$ cat src/rtl/serial_arith_pkg.sv
// Shared types and helpers for the bit-serial arithmetic blocks.
//   state_t : FSM encoding of the serial subtractor controller
//   cnt_w   : width of a bit counter that must be able to hold WIDTH
package serial_arith_pkg;

  typedef enum logic [1:0] {
    S_IDLE  = 2'd0,
    S_SHIFT = 2'd1,
    S_DONE  = 2'd2
  } state_t;

  // Counter width: $clog2(WIDTH+1) keeps a 1-bit counter legal for WIDTH=1.
  function automatic int cnt_w(input int width);
    return $clog2(width + 1);
  endfunction

endpackage

$ cat src/rtl/full_subtractor.sv
// One-bit full subtractor cell: d = a - b - bin (mod 2), with borrow out.
// Ports:
//   a    : minuend bit
//   b    : subtrahend bit
//   bin  : borrow in
//   d    : difference bit
//   bout : borrow out
module full_subtractor (
  input  logic a,
  input  logic b,
  input  logic bin,
  output logic d,
  output logic bout
);

  assign d    = a ^ b ^ bin;
  // Borrow when b exceeds a outright, or when a==b and a borrow comes in.
  assign bout = (~a & b) | (~(a ^ b) & bin);

endmodule

$ cat src/rtl/serial_subtractor.sv
// Bit-serial WIDTH-bit subtractor: diff = a - b - bin, one bit per clock, LSB
// first, through a single full_subtractor cell and a borrow flop.
// Ports:
//   clk, rst_n          : clock, asynchronous active-low reset
//   in_valid / in_ready : operand handshake (a, b, bin); ready only when idle
//   a, b, bin           : minuend, subtrahend, borrow in
//   out_valid/out_ready : result handshake; valid only in S_DONE
//   diff, bout          : difference and final borrow, stable while out_valid
//   busy                : high whenever an operation is in progress or pending
module serial_subtractor
  import serial_arith_pkg::*;
#(
  parameter int WIDTH = 8
) (
  input  logic             clk,
  input  logic             rst_n,
  input  logic             in_valid,
  output logic             in_ready,
  input  logic [WIDTH-1:0] a,
  input  logic [WIDTH-1:0] b,
  input  logic             bin,
  output logic             out_valid,
  input  logic             out_ready,
  output logic [WIDTH-1:0] diff,
  output logic             bout,
  output logic             busy
);

  localparam int            CW   = cnt_w(WIDTH);
  localparam logic [CW-1:0] LAST = CW'(WIDTH - 1);

  state_t           state;
  state_t           next_state;
  logic [CW-1:0]    count;
  logic [WIDTH-1:0] a_sh;
  logic [WIDTH-1:0] b_sh;
  logic [WIDTH-1:0] diff_sh;
  logic [WIDTH-1:0] diff_next;
  logic             borrow;
  logic             fs_d;
  logic             fs_bo;

  full_subtractor u_fs (
    .a    (a_sh[0]),
    .b    (b_sh[0]),
    .bin  (borrow),
    .d    (fs_d),
    .bout (fs_bo)
  );

  // Result shift register input: new difference bit enters at the MSB so the
  // LSB computed first ends up at bit 0 after WIDTH shifts.
  always_comb begin
    diff_next            = diff_sh >> 1'b1;
    diff_next[WIDTH-1]   = fs_d;
  end

  // Next-state logic for the idle / shift / done controller.
  always_comb begin
    next_state = state;
    case (state)
      S_IDLE: begin
        if (in_valid) begin
          next_state = S_SHIFT;
        end else begin
          next_state = S_IDLE;
        end
      end
      S_SHIFT: begin
        if (count == LAST) begin
          next_state = S_DONE;
        end else begin
          next_state = S_SHIFT;
        end
      end
      S_DONE: begin
        if (out_ready) begin
          next_state = S_IDLE;
        end else begin
          next_state = S_DONE;
        end
      end
      default: begin
        next_state = S_IDLE;
      end
    endcase
  end

  // State register plus handshake/status outputs, registered from next_state
  // so they are glitch-free flop outputs that track the state exactly.
  always_ff @(posedge clk or negedge rst_n) begin
    if (!rst_n) begin
      state     <= S_IDLE;
      in_ready  <= 1'b1;
      out_valid <= 1'b0;
      busy      <= 1'b0;
    end else begin
      state     <= next_state;
      in_ready  <= (next_state == S_IDLE);
      out_valid <= (next_state == S_DONE);
      busy      <= (next_state != S_IDLE);
    end
  end

  // Datapath: operand capture, serial shifting, borrow chain and result hold.
  always_ff @(posedge clk or negedge rst_n) begin
    if (!rst_n) begin
      a_sh    <= '0;
      b_sh    <= '0;
      diff_sh <= '0;
      borrow  <= 1'b0;
      count   <= '0;
      bout    <= 1'b0;
    end else begin
      case (state)
        S_IDLE: begin
          if (in_valid) begin
            a_sh   <= a;
            b_sh   <= b;
            borrow <= bin;
            count  <= '0;
          end
        end
        S_SHIFT: begin
          a_sh    <= a_sh >> 1'b1;
          b_sh    <= b_sh >> 1'b1;
          diff_sh <= diff_next;
          borrow  <= fs_bo;
          count   <= count + CW'(1);
          if (count == LAST) begin
            bout <= fs_bo;
          end
        end
        default: begin
          // S_DONE: everything holds so diff/bout stay stable.
        end
      endcase
    end
  end

  assign diff = diff_sh;

endmodule

$ cat config.mk
export PLATFORM = sky130hd
export DESIGN_NAME = serial_subtractor
export DESIGN_NICKNAME = d
export VERILOG_FILES = /design/src/rtl/serial_arith_pkg.sv /design/src/rtl/full_subtractor.sv /design/src/rtl/serial_subtractor.sv
export SDC_FILE = /design/constraint.sdc
export NUM_CORES = 1
export LEC_CHECK = 0
export ABC_CLOCK_PERIOD_IN_PS = 1050
export BUFFER_PORTS_ARGS = -buffer_cell sky130_fd_sc_hd__buf_2
export CORE_MARGIN = 2
export CORE_UTILIZATION = 45
export DETAILED_ROUTE_END_ITERATION = 16
export GPL_TIMING_DRIVEN = 0
export PLACE_DENSITY = 0.8
export SYNTH_ARGS = -nofsm -noshare
export SYNTH_HDL_FRONTEND = slang
export SYNTH_SLANG_ARGS = --single-unit
$ cat constraint.sdc
create_clock -name clk -period 1.05 [get_ports clk]
set_input_delay 0 -clock clk [delete_from_list [all_inputs] [get_ports clk]]
set_output_delay 0 -clock clk [all_outputs]
set_load 0.02 [all_outputs]
==> impl_metrics.prom <==
# TYPE chip_impl_metric gauge
chip_impl_info{name="timing.hold.worst.start",value="a[5]"} 1
chip_impl_metric{name="die-area",unit="mm²"} 0.003972
chip_impl_info{name="crit-reg2reg-capture",value="diff[5]"} 1
chip_impl_metric{name="std_cell_rows",unit=""} 21
chip_impl_metric{name="utilization",unit=""} 0.6738
chip_impl_info{name="rsz0062_at_grt",value="true"} 1
chip_impl_metric{name="cts_buffer_depth",unit=""} 2
chip_impl_metric{name="ys_seq_area_frac",unit=""} 0.5595
chip_impl_metric{name="min_delay_path_depth",unit=""} 4
chip_impl_metric{name="vias",unit=""} 1372
chip_impl_metric{name="core",unit="mm²"} 0.003337
chip_impl_metric{name="inserted_diodes",unit=""} 0
chip_impl_info{name="min_to",value="a_sh[5]"} 1
chip_impl_metric{name="drt-initial-drc-count",unit=""} 63
chip_impl_metric{name="pin_count_of_the_biggest_net_entering_global_routing",unit=""} 36
chip_impl_metric{name="cellPowerDensity",unit="mW/mm²"} 2747
chip_impl_metric{name="timing.reg2reg.setup_slack",unit="ps"} -160
chip_impl_metric{name="global_route.usage.total",unit=""} 0.2040
chip_impl_metric{name="clock-skew-final",unit="ps"} 9.975
chip_impl_metric{name="drv.max_cap_violation_count",unit=""} 0
chip_impl_metric{name="postSynthAreaPerCell",unit="µm²"} 9.677
chip_impl_metric{name="start_util",unit=""} 0.4698
chip_impl_metric{name="setup_ws",unit="ps"} -155.2
chip_impl_metric{name="leakage",unit="nW"} 1.116
chip_impl_metric{name="cell_area_after_synthesis",unit="mm²"} 0.001568
chip_impl_metric{name="report.final.setup_viol",unit=""} 29
chip_impl_metric{name="fin_nets",unit=""} 243
chip_impl_metric{name="worst_pin_slew",unit="ps"} 790.4
chip_impl_metric{name="final.hold.worst_slack",unit="ps"} 41.25
chip_impl_metric{name="antenna_left",unit=""} 0
chip_impl_metric{name="crit_arrival",unit="ps"} 1450
chip_impl_metric{name="grt_antenna_before_repair",unit=""} 0
chip_impl_metric{name="gp_congestion",unit=""} 0.8056
chip_impl_metric{name="numCtsBuffers",unit=""} 5
chip_impl_metric{name="synth_cell_types",unit=""} 30
chip_impl_metric{name="area_growth",unit="%"} 43.42
chip_impl_metric{name="h-tree-depth",unit=""} 2
chip_impl_metric{name="ir_drop",unit="mV"} 1.309
chip_impl_metric{name="clk_pin_slew_worst_paths",unit="ps"} 110
chip_impl_metric{name="tritoncts_num_sinks",unit=""} 35
chip_impl_metric{name="drt_drc_violations_left",unit=""} 0
chip_impl_metric{name="design.portCount",unit=""} 33
chip_impl_metric{name="synth_cells",unit=""} 162
chip_impl_metric{name="r2r.worst_path.cells",unit=""} 5
chip_impl_info{name="clock-root-buffer",value="sky130_fd_sc_hd__clkbuf_4"} 1
chip_impl_info{name="worst_setup_path_start_kind",value="flip-flop"} 1
chip_impl_metric{name="final.period_utilization",unit=""} 1.148
chip_impl_metric{name="grt_pass1_wl",unit="µm"} 6203
chip_impl_metric{name="clock_latency_on_the_worst_skew_pair",unit="ps"} 340
chip_impl_metric{name="numPlacedInstances",unit=""} 240
chip_impl_info{name="timing.setup.critical_path_class",value="flip-flop to flip-flop"} 1
chip_impl_metric{name="post-place-ws",unit="ps"} -289.0
chip_impl_metric{name="final_layout_size_suffix_gt1_frac",unit=""} 0.4027
chip_impl_metric{name="count_of_buffers_inserted_at_the_top_level_ports",unit=""} 32
chip_impl_metric{name="period_minus_slack",unit="ps"} 1205
chip_impl_metric{name="postSynthNetCount",unit=""} 185
chip_impl_metric{name="instances_no_fill",unit=""} 267
chip_impl_metric{name="gr-total-overflow",unit=""} 0
chip_impl_metric{name="firstDrtPassIters",unit=""} 4
chip_impl_metric{name="required",unit="ps"} 1290
chip_impl_info{name="tritoncts",value="built"} 1
chip_impl_metric{name="final.fill_count",unit=""} 273
chip_impl_info{name="hp-class",value="input port to flip-flop"} 1
chip_impl_metric{name="die_x",unit="µm"} 63.03
chip_impl_metric{name="routed_wirelength",unit="µm"} 3774
chip_impl_info{name="violations",value="negative setup slack"} 1
chip_impl_metric{name="synth-warning-count",unit=""} 0
chip_impl_metric{name="report.final.hold_viol_count",unit=""} 0
chip_impl_metric{name="worstPathMaxFanout",unit=""} 8
chip_impl_metric{name="final_max_slew_viol_count",unit=""} 0
chip_impl_metric{name="vias_per_cell",unit=""} 5.139
chip_impl_info{name="critPathCaptureType",value="flip-flop"} 1
chip_impl_metric{name="dp_hpwl",unit="µm"} 2253
chip_impl_info{name="worstReg2RegStart",value="state[0]"} 1
chip_impl_metric{name="postSynthRegisterBits",unit=""} 35
chip_impl_metric{name="max_frequency",unit="MHz"} 829.8
chip_impl_metric{name="slew-limit-headroom",unit=""} 0.4731
chip_impl_metric{name="routedWlPerCell",unit="µm"} 14.13
chip_impl_metric{name="report.power.total",unit="W"} 0.006177
chip_impl_info{name="run_status",value="finished with violations"} 1
chip_impl_metric{name="die_h",unit="µm"} 63.03
chip_impl_metric{name="first_global_vias",unit=""} 1320
## state kept, by name, indices dropped and copies added, names as in the netlist
register	flops
a_sh	8
b_sh	8
borrow	1
bout	1
busy	1
count	4
diff	8
in_ready	1
out_valid	1
state	2
## Yosys cell counts, drive strengths merged
cell    instances  area (µm²)
inv             3       11.26
o21bai          1       11.26
fa              1       20.02
nor2            4       17.52
a22oi           4       30.03
nand2b          2       12.51
a22o            1       8.760
a21oi          16       80.08
mux2i           1       10.01
nor2b           5       31.28
and2b           2       16.27
clkbuf          2       8.750
a41oi           1       8.760
nand3           2       10.01
dfrtp          34       850.8
ha              1       12.51
and3b          10       87.58
a31oi           3       18.77
o21ai          15       75.07
dfstp           1       26.28
o22ai           2       12.51
nand2          44       165.2
buf             7       42.54
## worst max-delay path, stage by stage, from the launching register on
cell                      delay, ps
sky130_fd_sc_hd__dfrtp_2        520
sky130_fd_sc_hd__and2b_4        230
sky130_fd_sc_hd__buf_4          140
sky130_fd_sc_hd__buf_6          120
sky130_fd_sc_hd__nand2_1         50
sky130_fd_sc_hd__nand2_1         50
## area by class of cell
cell class                      instances  area [µm²]  share of cell area
Clock inverter                          2       35.03             0.01558
Timing Repair Buffer                   53       389.1              0.1731
Tap cell                               46       57.56             0.02560
Buffer                                  7       81.33             0.03617
Inverter                                3       11.26            0.005008
Multi-Input combinational cell        115       743.2              0.3306
Sequential cell                        35       879.6              0.3912
Clock buffer                            6       51.30             0.02282
## cells by family after synthesis
family                   count (synthesis)  share of synthesized area
AND/OR/NAND/NOR                         69                     0.2171
AO/OA/AOI/OAI                           43                     0.1564
flip-flops                              35                     0.5595
buffers and inverters                   12                    0.03990
adder cells (fa/ha/maj)                  2                    0.02075
multiplexers                             1                   0.006385
## where the power goes
part | switching (W) | internal, W
Sequential | 0.000411 | 0.00189
Combinational | 0.00147 | 0.00137
Clock | 0.000473 | 0.000563
## worst max-delay path by stage
stage,start,to,slack (ps),depth (start not counted)
4_1_cts,state[1],count[3],-120,4
5_1_grt,state[0],b_sh[1],-200,4
2_1_floorplan,a_sh[0],borrow,-2,4
3_5_place_dp,state[0],count[3],-290,4
3_3_place_gp,state[0],count[3],-210,4
6_report,state[0],diff[5],-160,5
## repair_timing
action / in CTS / in global routing
endpoints found under the setup margin: 34 / 35
buffers inserted: 5 / 4
endpoints found under the hold margin: 45 / 0
gates cloned: 2 / 1
resized for setup: 42 / 20
pin swaps: 5 / 7
hold buffers: 9 / 0
## through the flow
step,instance area (µm²),setup TNS (ps)
after floorplan,1573,-2.007
after global placement,1790,-3267
after detailed placement,1790,-4660
after CTS,2146,-1765
after global routing,2248,-4446
final,2248,-3056
## per-layer routing
layer	global-route usage	share of wire	wire length, µm
met1	0.2509	0.45	1691
met5	0	0	0
met3	0.05225	0.048	182
met4	0.08333	0.011	43
met2	0.3404	0.49	1857
## layout by cell type, fill, tap and decap left out, types with 4 or more instances in the layout
cell	instances
sky130_fd_sc_hd__a21oi_1	8
sky130_fd_sc_hd__a21oi_2	8
sky130_fd_sc_hd__a22oi_2	4
sky130_fd_sc_hd__and3b_1	10
sky130_fd_sc_hd__buf_2	32
sky130_fd_sc_hd__buf_4	6
sky130_fd_sc_hd__buf_6	6
sky130_fd_sc_hd__clkbuf_4	5
sky130_fd_sc_hd__dfrtp_1	32
sky130_fd_sc_hd__dlygate4sd3_1	9
sky130_fd_sc_hd__nand2_1	41
sky130_fd_sc_hd__o21ai_1	15
Note: power is estimated with default switching activity, not from simulation.
